**config.mk**
```make
export PLATFORM = sky130hd
export DESIGN_NAME = sample1_gen
export DESIGN_NICKNAME = d
export VERILOG_FILES = /design/src/rtl/sample1_gen_pkg.sv /design/src/rtl/sample1_gen_lfsr.sv /design/src/rtl/sample1_gen.sv
export SDC_FILE = /design/constraint.sdc
export NUM_CORES = 1
export LEC_CHECK = 0
export CORE_UTILIZATION = 35
export CTS_CLUSTER_SIZE = 20
export DETAILED_ROUTE_END_ITERATION = 7
export MAX_ROUTING_LAYER = met4
export PLACE_DENSITY = 0.62
export SYNTH_ARGS = -nofsm -noshare
export SYNTH_HDL_FRONTEND = slang
export SYNTH_SLANG_ARGS = --single-unit
```
**constraint.sdc**
```tcl
create_clock -name clk -period 2.9 [get_ports clk]
set_clock_uncertainty 0.05 [all_clocks]
set_input_delay 0.725 -clock clk [delete_from_list [all_inputs] [get_ports clk]]
set_output_delay 0.725 -clock clk [all_outputs]
set_load 0.02 [all_outputs]
```
**src/rtl/sample1_gen_pkg.sv**
```systemverilog
// sample1_gen_pkg
//   Shared definitions for the sample1_gen stimulus producer:
//   - DATA_W    : width of every data path (addresses, beat indices, counters)
//   - LFSR_POLY : Galois feedback mask used for the address sequence
//   - state_e   : producer FSM states (IDLE / BURST / GAP)
//   - lfsr_next : one Galois step of the address LFSR
package sample1_gen_pkg;

  localparam int DATA_W = 32;

  localparam logic [DATA_W-1:0] LFSR_POLY = 32'h8020_0003;

  typedef enum logic [1:0] {
    IDLE  = 2'd0,
    BURST = 2'd1,
    GAP   = 2'd2
  } state_e;

  // Right-shifting Galois form: the bit falling out of position 0 decides
  // whether the feedback mask is folded back in.
  function automatic logic [DATA_W-1:0] lfsr_next(input logic [DATA_W-1:0] x);
    return (x >> 1) ^ (x[0] ? LFSR_POLY : {DATA_W{1'b0}});
  endfunction

endpackage

```
**src/rtl/sample1_gen_lfsr.sv**
```systemverilog
// sample1_gen_lfsr
//   32-bit Galois LFSR that steps only when asked to, so the address
//   sequence advances once per emitted beat rather than once per clock.
// Parameters:
//   SEED    : reset value, must be non-zero (an all-zero LFSR never leaves 0)
// Ports:
//   clk     in  : clock, posedge
//   reset_n in  : asynchronous active-low reset, loads SEED
//   advance in  : step the LFSR at the next posedge
//   value   out : current LFSR state
module sample1_gen_lfsr
  import sample1_gen_pkg::*;
#(
  parameter logic [DATA_W-1:0] SEED = 32'h0000_0001
) (
  input  logic              clk,
  input  logic              reset_n,
  input  logic              advance,
  output logic [DATA_W-1:0] value
);

  always_ff @(posedge clk or negedge reset_n) begin
    if (!reset_n) begin
      value <= SEED;
    end else if (advance) begin
      value <= lfsr_next(value);
    end
  end

endmodule

```
**src/rtl/sample1_gen.sv**
```systemverilog
// sample1_gen
//   Driving end of the two-module simulation example. Emits bursts of paired
//   address/data beats on to3_c/to3_d, separated by idle gaps, and folds the
//   returned to1_b stream into a rotating checksum.
// Parameters:
//   BURST_LEN : beats per burst (>= 1)
//   GAP_LEN   : idle cycles between bursts (>= 0, 0 gives back-to-back bursts)
//   SEED      : LFSR reset value, non-zero
// Ports:
//   clk        in  : clock, posedge
//   reset_n    in  : asynchronous active-low reset
//   start      in  : pulse, starts the burst sequence from IDLE
//   stop       in  : pulse, halts at the end of the current burst (or now, in a gap)
//   to3_cValid out : address beat valid
//   to3_c      out : address (current LFSR value)
//   to3_dValid out : data beat valid (always equal to to3_cValid)
//   to3_d      out : data (running beat index)
//   to1_b      in  : returned read data, sampled every cycle
//   busy       out : high whenever the FSM is not IDLE
//   sent_count out : total beats emitted since reset
//   checksum   out : rotating XOR signature of to1_b
// Build option:
//   SAMPLE1_GEN_CHECKSUM_EN : when defined the checksum is computed; otherwise
//   checksum is tied to zero and to1_b is ignored.
module sample1_gen
  import sample1_gen_pkg::*;
#(
  parameter int unsigned       BURST_LEN = 8,
  parameter int unsigned       GAP_LEN   = 3,
  parameter logic [DATA_W-1:0] SEED      = 32'h0000_0001
) (
  input  logic              clk,
  input  logic              reset_n,
  input  logic              start,
  input  logic              stop,
  output logic              to3_cValid,
  output logic [DATA_W-1:0] to3_c,
  output logic              to3_dValid,
  output logic [DATA_W-1:0] to3_d,
  input  logic [DATA_W-1:0] to1_b,
  output logic              busy,
  output logic [DATA_W-1:0] sent_count,
  output logic [DATA_W-1:0] checksum
);

  state_e            state;
  logic [DATA_W-1:0] beat_cnt;
  logic [DATA_W-1:0] gap_cnt;
  logic              stop_pend;
  logic [DATA_W-1:0] lfsr_value;
  logic              emit;
  logic              burst_done;
  logic              gap_done;
  logic              stop_seen;

  sample1_gen_lfsr #(
    .SEED(SEED)
  ) u_lfsr (
    .clk    (clk),
    .reset_n(reset_n),
    .advance(emit),
    .value  (lfsr_value)
  );

  // Decide whether a beat is loaded into the output registers at the coming
  // edge. beat_cnt counts beats already shown in the current burst and
  // gap_cnt counts idle cycles already shown in the current gap, so "done"
  // means the cycle now on the outputs is the last one of that phase.
  // A stop arriving on the final beat is treated as pending for that burst.
  always_comb begin
    burst_done = (beat_cnt == BURST_LEN);
    gap_done   = (gap_cnt == GAP_LEN);
    stop_seen  = stop_pend || stop;
    emit       = 1'b0;
    unique case (state)
      IDLE:    emit = start;
      BURST:   emit = !burst_done || (!stop_seen && (GAP_LEN == 32'd0));
      GAP:     emit = !stop && gap_done;
      default: emit = 1'b0;
    endcase
  end

  // Producer FSM. busy is registered alongside the state so that it rises in
  // the same cycle as the first beat and falls with the return to IDLE.
  // With GAP_LEN of zero the GAP state is never entered and bursts chain.
  always_ff @(posedge clk or negedge reset_n) begin
    if (!reset_n) begin
      state     <= IDLE;
      beat_cnt  <= '0;
      gap_cnt   <= '0;
      stop_pend <= 1'b0;
      busy      <= 1'b0;
    end else begin
      unique case (state)
        IDLE: begin
          if (start) begin
            state     <= BURST;
            beat_cnt  <= 32'd1;
            stop_pend <= stop;
            busy      <= 1'b1;
          end
        end
        BURST: begin
          if (burst_done) begin
            if (stop_seen) begin
              state     <= IDLE;
              stop_pend <= 1'b0;
              busy      <= 1'b0;
            end else if (GAP_LEN == 32'd0) begin
              beat_cnt <= 32'd1;
            end else begin
              state   <= GAP;
              gap_cnt <= 32'd1;
            end
          end else begin
            beat_cnt <= beat_cnt + 32'd1;
            if (stop) begin
              stop_pend <= 1'b1;
            end
          end
        end
        GAP: begin
          if (stop) begin
            state <= IDLE;
            busy  <= 1'b0;
          end else if (gap_done) begin
            state    <= BURST;
            beat_cnt <= 32'd1;
          end else begin
            gap_cnt <= gap_cnt + 32'd1;
          end
        end
        default: begin
          state     <= IDLE;
          stop_pend <= 1'b0;
          busy      <= 1'b0;
        end
      endcase
    end
  end

  // Beat output registers. The beat index and sent_count both start at zero
  // and clear only on reset, so the index of the beat being loaded is simply
  // the count before it is bumped. Between beats everything holds.
  always_ff @(posedge clk or negedge reset_n) begin
    if (!reset_n) begin
      to3_cValid <= 1'b0;
      to3_dValid <= 1'b0;
      to3_c      <= '0;
      to3_d      <= '0;
      sent_count <= '0;
    end else begin
      to3_cValid <= emit;
      to3_dValid <= emit;
      if (emit) begin
        to3_c      <= lfsr_value;
        to3_d      <= sent_count;
        sent_count <= sent_count + 32'd1;
      end
    end
  end

  // Rotate-left-and-XOR signature of the returned stream, independent of
  // the FSM so that every cycle of to1_b contributes.
`ifdef SAMPLE1_GEN_CHECKSUM_EN
  always_ff @(posedge clk or negedge reset_n) begin
    if (!reset_n) begin
      checksum <= '0;
    end else begin
      checksum <= {checksum[DATA_W-2:0], checksum[DATA_W-1]} ^ to1_b;
    end
  end
`else
  logic unused_to1_b;

  assign checksum     = '0;
  assign unused_to1_b = ^to1_b;
`endif

endmodule

```
# ---- Yosys cells after proc, flatten, opt, wreduce, memory -nomap -nowiden
# Index checks and enable logic that the tools add are counted.
dict set report classes {
  n_addsub 3
  eq_ne 16
  mux 27
  n_bitwise 2
  reduce_logical 12
}
# cell count
set ops {}
lappend ops {{$mux W32} 9}
lappend ops {{$add A32 B1 Y32 const B} 3}
lappend ops {{$pmux W32 S3} 1}
lappend ops {{$pmux W32 S2} 1}
lappend ops {{$eq A32 B2 Y1 const B} 1}
lappend ops {{$eq A32 B4 Y1 const B} 1}
lappend ops {{$xor A31 B32 Y32} 1}
lappend ops {{$ne A2 B2 Y1 const B} 9}
lappend ops {{$mux W2} 5}
lappend ops {{$reduce_and A5 Y1} 2}
lappend ops {{$ne A3 B3 Y1 const B} 3}
lappend ops {{$pmux W1 S3} 3}
lappend ops {{$reduce_and A4 Y1} 2}
lappend ops {{$mux W1} 7}
lappend ops {{$pmux W2 S3} 1}
lappend ops {{$reduce_and A3 Y1} 1}
lappend ops {{$reduce_bool A3 Y1} 1}
lappend ops {{$eq A2 B1 Y1 const B} 1}
lappend ops {{$eq A2 B2 Y1 const B} 1}
lappend ops {{$logic_not A1 Y1} 2}
lappend ops {{$logic_not A2 Y1} 1}
lappend ops {{$reduce_bool A2 Y1} 1}
lappend ops {{$logic_and A1 B1 Y1} 1}
lappend ops {{$logic_or A1 B1 Y1} 1}
lappend ops {{$not A1 Y1} 1}
dict set report word_totals {
  regBits 197
  input_bits 36
  output_inout_bits 131
  wordCells 70
}

# ---- Logic depth before layout (Yosys ltp)
# Gate-level depths: netlist of run 1.
dict set report depth {
  ltp_word 4
  depth_mapped 10
}

# ---- Modules after synthesis
# From an unflattened synthesis of run 1, not the netlist that was laid out.
dict set report hier_totals {
  cells_unflattened 942
  area_unflattened_um2 9242.6
}
# mod instances cells_per_inst area_each_um2
set by_module_without_submodules {}
lappend by_module_without_submodules {sample1_gen 1 869 7910.1}
lappend by_module_without_submodules {sample1_gen_lfsr 1 73 1332.5}

# ---- Worst setup path after synthesis of run 1
# No wires, ideal clock.
dict set report synth_path {
  kind {register -> register}
  startpoint {register gap_cnt[0]}
  endpoint {register to3_c[0]}
  t_arrival_ps 2019
  required_time_ps 2725
  setup_slack_ps 706
  path_stages_with_launch 9
  path_buffers 2
  synth_period_minus_slack_ps 2194
  cell_sequence {dfrtp_1 > ha_1 > nor4b_4 > and4_4 > a31o_2 > buf_4 > nor2_4 > buf_2 > mux2_2}
}
dict set report synth_between {
  elab_chain_cells 3
}
# element line
set synth_lines {}
lappend synth_lines {{from (decl)} sample1_gen.sv:48} ;# logic [DATA_W-1:0] gap_cnt;
lappend synth_lines {{from (signal assigned)} sample1_gen.sv:130} ;# gap_cnt <= gap_cnt + 32'd1;
lappend synth_lines {{$eq A32 B2 Y1} sample1_gen.sv:72} ;# gap_done = (gap_cnt == GAP_LEN);
lappend synth_lines {{$logic_and A1 B1 Y1} sample1_gen.sv:78} ;# GAP: emit = !stop && gap_done;
lappend synth_lines {{$pmux W1 S3} sample1_gen.sv:75} ;# unique case (state)
lappend synth_lines {{to (signal assigned)} sample1_gen.sv:156} ;# to3_c <= lfsr_value;
lappend synth_lines {{to (decl)} sample1_gen.sv:37} ;# output logic [DATA_W-1:0] to3_c,
# Every way passes these cells.
# A chain may end at the register's enable or synchronous reset.

# ---- Final worst setup path of run 1
dict set report layout_path {
  startpoint {register beat_cnt[0]}
  endpoint {register sent_count[1]}
}
dict set report layout_between {
  elab_chain_cells 3
}
# element line
set layout_lines {}
lappend layout_lines {{from (decl)} sample1_gen.sv:47} ;# logic [DATA_W-1:0] beat_cnt;
lappend layout_lines {{from (signal assigned)} sample1_gen.sv:116} ;# beat_cnt <= beat_cnt + 32'd1;
lappend layout_lines {{$eq A32 B4 Y1} sample1_gen.sv:71} ;# burst_done = (beat_cnt == BURST_LEN);
lappend layout_lines {{$logic_not A1 Y1} sample1_gen.sv:77} ;# BURST: emit = !burst_done || (!stop_seen && (GAP_LEN == 32'd0));
lappend layout_lines {{$pmux W1 S3} sample1_gen.sv:75}
lappend layout_lines {{via emit} sample1_gen.sv:51} ;# logic emit;
lappend layout_lines {{to (signal assigned)} sample1_gen.sv:158} ;# sent_count <= sent_count + 32'd1;
lappend layout_lines {{to (decl)} sample1_gen.sv:42} ;# output logic [DATA_W-1:0] sent_count,
# The timed path passes the listed nets, and every way through them passes these cells.

==> summary.md, run 1 <==
| Metric | Value |
|---|---|
| Distinct cells, synth | 69 |
| Status | completed |
| Max-Cap Viols | 0 |
| R2R cell count | 9 |
| Gr busiest metal | met2 |
| Share of cells above drive strength 1 | approximately 17% |
| WS Path Type | reg -> reg |
| Reg2reg end | sent_count[1]$_DFFE_PN0P_ |
| H-tree levels | 4 |
| Worst setup path end | sent_count[1]$_DFFE_PN0P_ |
| Post-Syn Area | 8940 µm² |
| Number of CTS-inserted buffers | 17 |
| Top Family by Delay on Critical Path | simple AND/OR/NAND/NOR gates |
| Synth area leader | dfrtp_1 |
| Worst slew pin tran | between 0.6 and 0.7 ns |
| Total number of vias | roughly 6,600 |
| First-pass GRT wire length | 34,000 µm |
| Sequential cell area | 4210 µm² |
| Multi-input gate area | about 4000 µm² |
| DRT iter0 DRCs | 494 |
| Sink Count | roughly 170 |
| Worst EP arrival | 2.88 ns |
| Post-synth EDFFs | 0 |
| Via-to-Cell Ratio | approximately 5.3 |
| Critical Path Max Stage Delay | between 0.4 and 0.5 ns |
| Crit path cell chain | inv_1 -> ha_1 -> nor4bb_1 -> nand4_1 -> o21a_1 -> nor2_4 -> buf_12 -> inv_2 -> mux2_2 |
| Ant diodes | 0 |
| Clk buf depth | 2 |
| Worst-Skew Late Latency | between 0.4 and 0.5 ns |
| Row count | 58 |
| NumNets Final | 933 |
| # setup viols final | 0 |
| Grt met2 use | between 20% and 30% |
| Routability cong. | around 0.8 |
| Die ar. | about 26,000 µm² |
| Setup crit end kind | register |
| IO Pins | about 170 |
| Total track usage | between 10% and 20% |
| Die W | roughly 160 µm |
| CTS clk-pin slew, worst paths | ~0.07 ns |
| Final wirelength | a little over 20,000 µm |
| Max VDD drop | roughly 550 µV |
| Vias in the first global route | between 6,000 and 7,000 |
| WP depth | 9 |
| FFs w/ async S/R, synth | 100% |
| Number of routed nets with antenna violations | 0 |
| M3 GR Usage | 3.01% |
| I/O Buffers | a little over 100 |
| Critical R2R Launch | beat_cnt[0]$_DFFE_PN0P_ |
| R2r setup slk | approximately 0.3 ns |
| DRC Markers | 0 |
| Crit path launch type | register |
| Unrepaired setup endpoints after global routing | false |
| Post-CTS resize count | 0 |
| Seq/Total Area, Yosys | between 40% and 50% |
| Detailed Routing Iterations Pass 1 | 5 |
| M1 GR Usage | between 20 and 25% |
| Critical path buffers and inverters | 3 |
| Min Tclk post-route | approximately 2.6 ns |
| Vert. Die Dim | about 160 µm |
| Initial Util | between 30% and 40% |
| Fillers | 2,428 |
| Pwr dens | about 860 nW/µm² |
| Slew Limit Fails | 0 |
| Hold buffer count at CTS | 0 |
| Sum of negative setup slack | 0 ns |
| Synth top area share | 46.7% |
| CP required | approximately 3.2 ns |
| Root buffer cell | clkbuf_16 |
| Wirelength per Cell | between 15 and 20 µm |
| Fin util | a little over two fifths |
| Core Area | ~25,000 µm² |
| Primary FF master, synth | dfrtp_1 |
| Max_slew headroom | about 54% |
| Worst-path maximum fanout | 50 |
| Total gr overflow | 0 |
| Static Leakage | 4.12 nW |
| CP startpoint | beat_cnt[0]$_DFFE_PN0P_ |
| Worst path slowest cell | nor4bb_1 |
| Avg Inst Size Synth | ~11 µm² |
| Initial antenna violation count | 0 |
| Final hold vios | 0 |
| # Post-CTS Setup Buffers | 0 |
| CTS tree | done |
| Fmax | around 0.38 GHz |
| DP HPWL | 13,400 µm |
| Cells after Synth | 825 |
| YS warnings | 0 |
| Largest net degree at the start of global routing | 65 |
| Worst Hold Class | in -> async |
| Syn-to-layout area delta | 19.0% |
| Period utilization | around 90% |
| Synth area leaders | dfrtp_1, mux2_2, buf_4 |
| Yosys reg bits | approximately 170 |
worst register-to-register path, cell delays in order (launching register included):
cell and delay, ns:
dfrtp_1 0.43, inv_1 0.08, ha_1 0.13, nor4bb_1 0.45, nand4_1 0.23, o21a_1 0.27
nor2_4 0.14, buf_12 0.27, inv_2 0.16, mux2_2 0.29
cell type report:
cell class,count,share of cell area [%]
sequential,168,39.5
multi-input combinational,553,37.7
timing repair buffer,131,12.5
clock buffer,17,4.00
tap,330,3.88
clock inverter,15,1.67
inverter,22,0.776
cells in the mapped netlist (all sizes together), types with 2 or more instances:
library cell / n
dfrtp: 167
buf: 103
mux2: 64
nand2: 47
nand3: 30
o21ai: 28
nand4: 26
a21oi: 25
nor2: 24
xor2: 23
inv: 22
nor4: 21
a31oi: 17
and3: 17
and4: 16
xnor2: 16
a211oi: 15
o211ai: 15
nor3: 14
a2111oi: 13
mux2i: 13
and2: 10
clkbuf: 10
or4: 9
a41oi: 8
o31ai: 8
or3: 7
a221oi: 6
a21o: 5
o2111ai: 5
o21a: 5
a211o: 4
ha: 4
nand2b: 4
o22ai: 3
a22o: 2
nor2b: 2
nor4b: 2
o31a: 2
sequential cells by signal, indices dropped and copies added (netlist names):
name,flops
sent_count,32
gap_cnt,32
u_lfsr.value,4
beat_cnt,32
state,2
to3_d,32
stop_pend,1
to3_c,31
to3_dValid,1
busy,1
layout by cell type (no fill, tap or decap), types with 5 or more instances in the layout:
master,count
and3_1,16
and4_1,14
nand4_1,24
a21o_1,5
a211oi_1,15
a221oi_1,6
clkdlybuf4s50_1,101
nand3_1,30
mux2i_1,13
o2111ai_1,5
conb_1,32
nor4_1,20
nor3_1,13
or4_1,9
dfrtp_1,167
or3_1,7
nor2_1,21
xor2_1,23
xnor2_1,16
a31oi_1,16
inv_8,6
o31ai_1,8
o21a_1,5
a21oi_1,24
inv_1,21
nand2_1,47
clkbuf_16,17
o21ai_0,25
mux2_2,64
a2111oi_2,11
buf_4,22
and2_1,10
o211ai_1,15
a41oi_1,8
buf_12,7
worst min-delay path by stage:
stage,from,end,slack (ns)
floorplan,reset_n,beat_cnt[0]$_DFFE_PN0P_,0.38
global placement,u_lfsr.value[1]$_DFFE_PN0P_,u_lfsr.value[1]$_DFFE_PN0P_,0.43
detailed placement,to3_c[22]$_DFFE_PN0P_,to3_c[22]$_DFFE_PN0P_,0.44
CTS,reset_n,to3_c[13]$_DFFE_PN0P_,0.24
global route,reset_n,to3_c[16]$_DFFE_PN0P_,0.27
finish,reset_n,to3_c[13]$_DFFE_PN0P_,0.23
through the flow:
step | hold WS (ns) | setup slack, ns | instance area (µm²) | power (mW) | instances
after floorplan | 0.379 | 0.706 | 9060 | 5.88 | 856
after global placement | 0.432 | 0.163 | 10000 | 6.89 | 1204
after detailed placement | 0.443 | 0.138 | 10000 | 6.95 | 1204
after CTS | 0.242 | 0.341 | 10600 | 9.29 | 1236
after global routing | 0.271 | 0.182 | 10600 | 9.72 | 1236
final | 0.229 | 0.294 | 10600 | 9.21 | 1236
cell families (layout without fill, tap and decap cells):
logic type      count (synthesis)  in the layout  share of synthesized area, %
other cells                     1             32                        0.0419
buf+inv                       135            185                          9.42
flops                         168            168                          47.0
xor+xnor                       39             39                          3.82
compound gates                167            167                          14.5
fa+ha+maj                       4              4                         0.560
mux                            77             77                          9.51
simple gates                  234            234                          15.2
metal layers:
metal	routed length (µm)	up-vias
met5	0	-
met4	182	0
met3	853	15
met2	9640	151
met1	9480	3309
li1	-	3112
where the power goes:
| group | total, mW | switching, mW | leakage (nW) | internal [mW] |
|---|---|---|---|---|
| sequential | 3.31 | 0.458 | 2.03 | 2.85 |
| combinational | 3.56 | 1.91 | 1.80 | 1.65 |
| clock | 2.33 | 1.09 | 0.295 | 1.24 |
| total | 9.21 | 3.46 | 4.12 | 5.75 |
Power figures use the tool's default switching activity.
==> run 2: changes to the inputs <==
CORE_UTILIZATION = 53   (was 35)
PLACE_DENSITY = 0.86   (was 0.62)
SKIP_CTS_REPAIR_TIMING = 1   (was not set)
==> summary.md, run 2 (synthesis gave the netlist of run 1 again) <==
| Metric | Value |
|---|---|
| Vias in the first global route | 6,611 (+5.3%) |
| Final Non-Filler Cells | 1,121 (-9.3%) |
| Commonest non-fill, non-tap cell in the layout | dfrtp_1 |
| Row count | 47 (-19%) |
| Clk buf depth | 2 (unchanged) |
| Max-Cap Viols | 0 (unchanged) |
| Crit path launch type | register |
| Most frequent cells in the layout | dfrtp_1, clkdlybuf4s50_1, mux2_2, nand2_1, conb_1 |
| First-pass GRT wire length | 33,800 µm (-0.53%) |
| R2r setup slk | 0.47 ns (+0.18 ns) |
| Fmax | 0.412 GHz (+7.3%) |
| Placed standard-cell area | 9840 µm² (-2.0%) |
| Static Leakage | 4.09 nW (-0.67%) |
| Sink Count | 168 (unchanged) |
| Die W | 132 µm (-19%) |
| Worst-path maximum fanout | 18 (-64%) |
| DP HPWL | 13,200 µm (-2.1%) |
| Routability cong. | 0.903 (+12%) |
| Fin util | 63.2% (+21 points) |
| CP startpoint | gap_cnt[0]$_DFFE_PN0P_ |
| Total number of vias | 6,802 (+3.3%) |
| Ant diodes | 0 (unchanged) |
| Status | completed |
| Max VDD drop | 610 µV (+12%) |
| Unrepaired setup endpoints after global routing | false |
| Via-to-Cell Ratio | 6.07 (+14%) |
| Critical R2R Launch | gap_cnt[0]$_DFFE_PN0P_ |
| Final hold vios | 0 (unchanged) |
| R2R cell count | 8 (-1) |
| Total track usage | 24.9% (+8.3 points) |
| Worst-Skew Late Latency | 0.43 ns (about the same) |
| Placed insts | 1,089 (-9.6%) |
| Total gr overflow | 0 (unchanged) |
| Hold Slack | 0.252 ns (+0.0231 ns) |
| Initial antenna violation count | 0 (unchanged) |
| Crit path cell chain | ha_1 -> nor4b_4 -> and4_4 -> a31o_2 -> nor2_4 -> buf_4 -> inv_2 -> mux2_2 |
| Worst path slowest cell | dfrtp_1 |
| Max_slew headroom | 52.4% (-1.8 points) |
| Critical Path Max Stage Delay | 0.39 ns (-0.06 ns) |
| Die ar. | 17,400 µm² (-34%) |
| Pwr dens | 878 nW/µm² (+1.5%) |
| Setup crit end kind | register |
| Total Power | 9.18 mW (-0.30%) |
| Number of routed nets with antenna violations | 0 (unchanged) |
| Wirelength per Cell | 17.9 µm (+10%) |
| DRC Markers | 0 (unchanged) |
| Slew Limit Fails | 0 (unchanged) |
| CTS clk-pin slew, worst paths | 0.06 ns (about the same) |
| Design area | 10,500 µm² (-1.8%) |
| H-tree levels | 4 (unchanged) |
| Detailed Routing Iterations Pass 1 | 5 (unchanged) |
| Worst EP arrival | 2.69 ns (-0.19 ns) |
| Vert. Die Dim | 132 µm (-19%) |
| Fillers | 1,276 (-47%) |
| Worst slew pin tran | 0.712 ns (+0.0309 ns) |
| Worst Hold Class | in -> async |
| Number of CTS-inserted buffers | 17 (unchanged) |
| Core Area | 16,500 µm² (-34%) |
| NumNets Final | 928 (-0.54%) |
| Final wirelength | 20,100 µm (-0.23%) |
| Sum of negative setup slack | 0 ns (unchanged) |
| Share of cells above drive strength 1 | 16.5% (-0.68 points) |
| Worst setup margin | 0.471 ns (+0.176 ns) |
| I/O Buffers | 102 (unchanged) |
| Dpl ws | 0.140 ns (+0.00171 ns) |
| Syn-to-layout area delta | 16.9% |
| Root buffer cell | clkbuf_16 |
| Min Tclk post-route | 2.43 ns (-0.176 ns) |
| DRT iter0 DRCs | 472 (-4.5%) |
| CTS tree | done |
| IO Pins | 167 (unchanged) |
| Initial Util | 54.1% (+19 points) |
| Period utilization | 83.8% (-6.1 points) |
| WS Path Type | reg -> reg |
| Largest net degree at the start of global routing | 75 (+15%) |
| CP required | 3.16 ns (about the same) |
| # setup viols final | 0 (unchanged) |
run 2: per-layer routing:
| layer | wire [µm] | up-vias | GRT usage [%] |
|---|---|---|---|
| met4 | 346 | 0 | 8.07 |
| li1 | - | 3131 | - |
| met3 | 953 | 34 | 5.11 |
| met2 | 10100 | 225 | 40.5 |
| met1 | 8670 | 3412 | 31.0 |
| met5 | 0 | - | - |
run 2: worst paths after layout:
check | endpoint
min | to3_c[15]$_DFFE_PN0P_
min reg2reg | to3_c[1]$_DFFE_PN0P_
min in group clk | to3_c[1]$_DFFE_PN0P_
max reg2reg | to3_c[23]$_DFFE_PN0P_
max | to3_c[23]$_DFFE_PN0P_
max in group asynchronous | to3_d[26]$_DFFE_PN0P_
run 2: critical path, delay by kind of cell (launching register included):
family | cells | cell delay (ns)
fa+ha+maj | 1 | 0.33
simple gates | 3 | 0.59
compound gates | 1 | 0.22
buf+inv | 2 | 0.37
flops | 1 | 0.39
mux | 1 | 0.36
run 2: layout make-up:
type                            count  area [µm²]  share of cell area, %
Clock inverter                     12         164                   1.57
Multi-Input combinational cell    553        4010                   38.4
Tap cell                          220         275                   2.63
Clock buffer                       20         447                   4.27
Timing Repair Buffer              126        1260                   12.1
Inverter                           22        82.6                  0.790
Sequential cell                   168        4210                   40.2
run 2: report_power, final:
group / leakage (nW) / internal [mW] / switching [mW]
Clock: 0.297 / 1.40 / 0.954
Sequential: 2.03 / 2.86 / 0.493
Combinational: 1.77 / 1.60 / 1.88
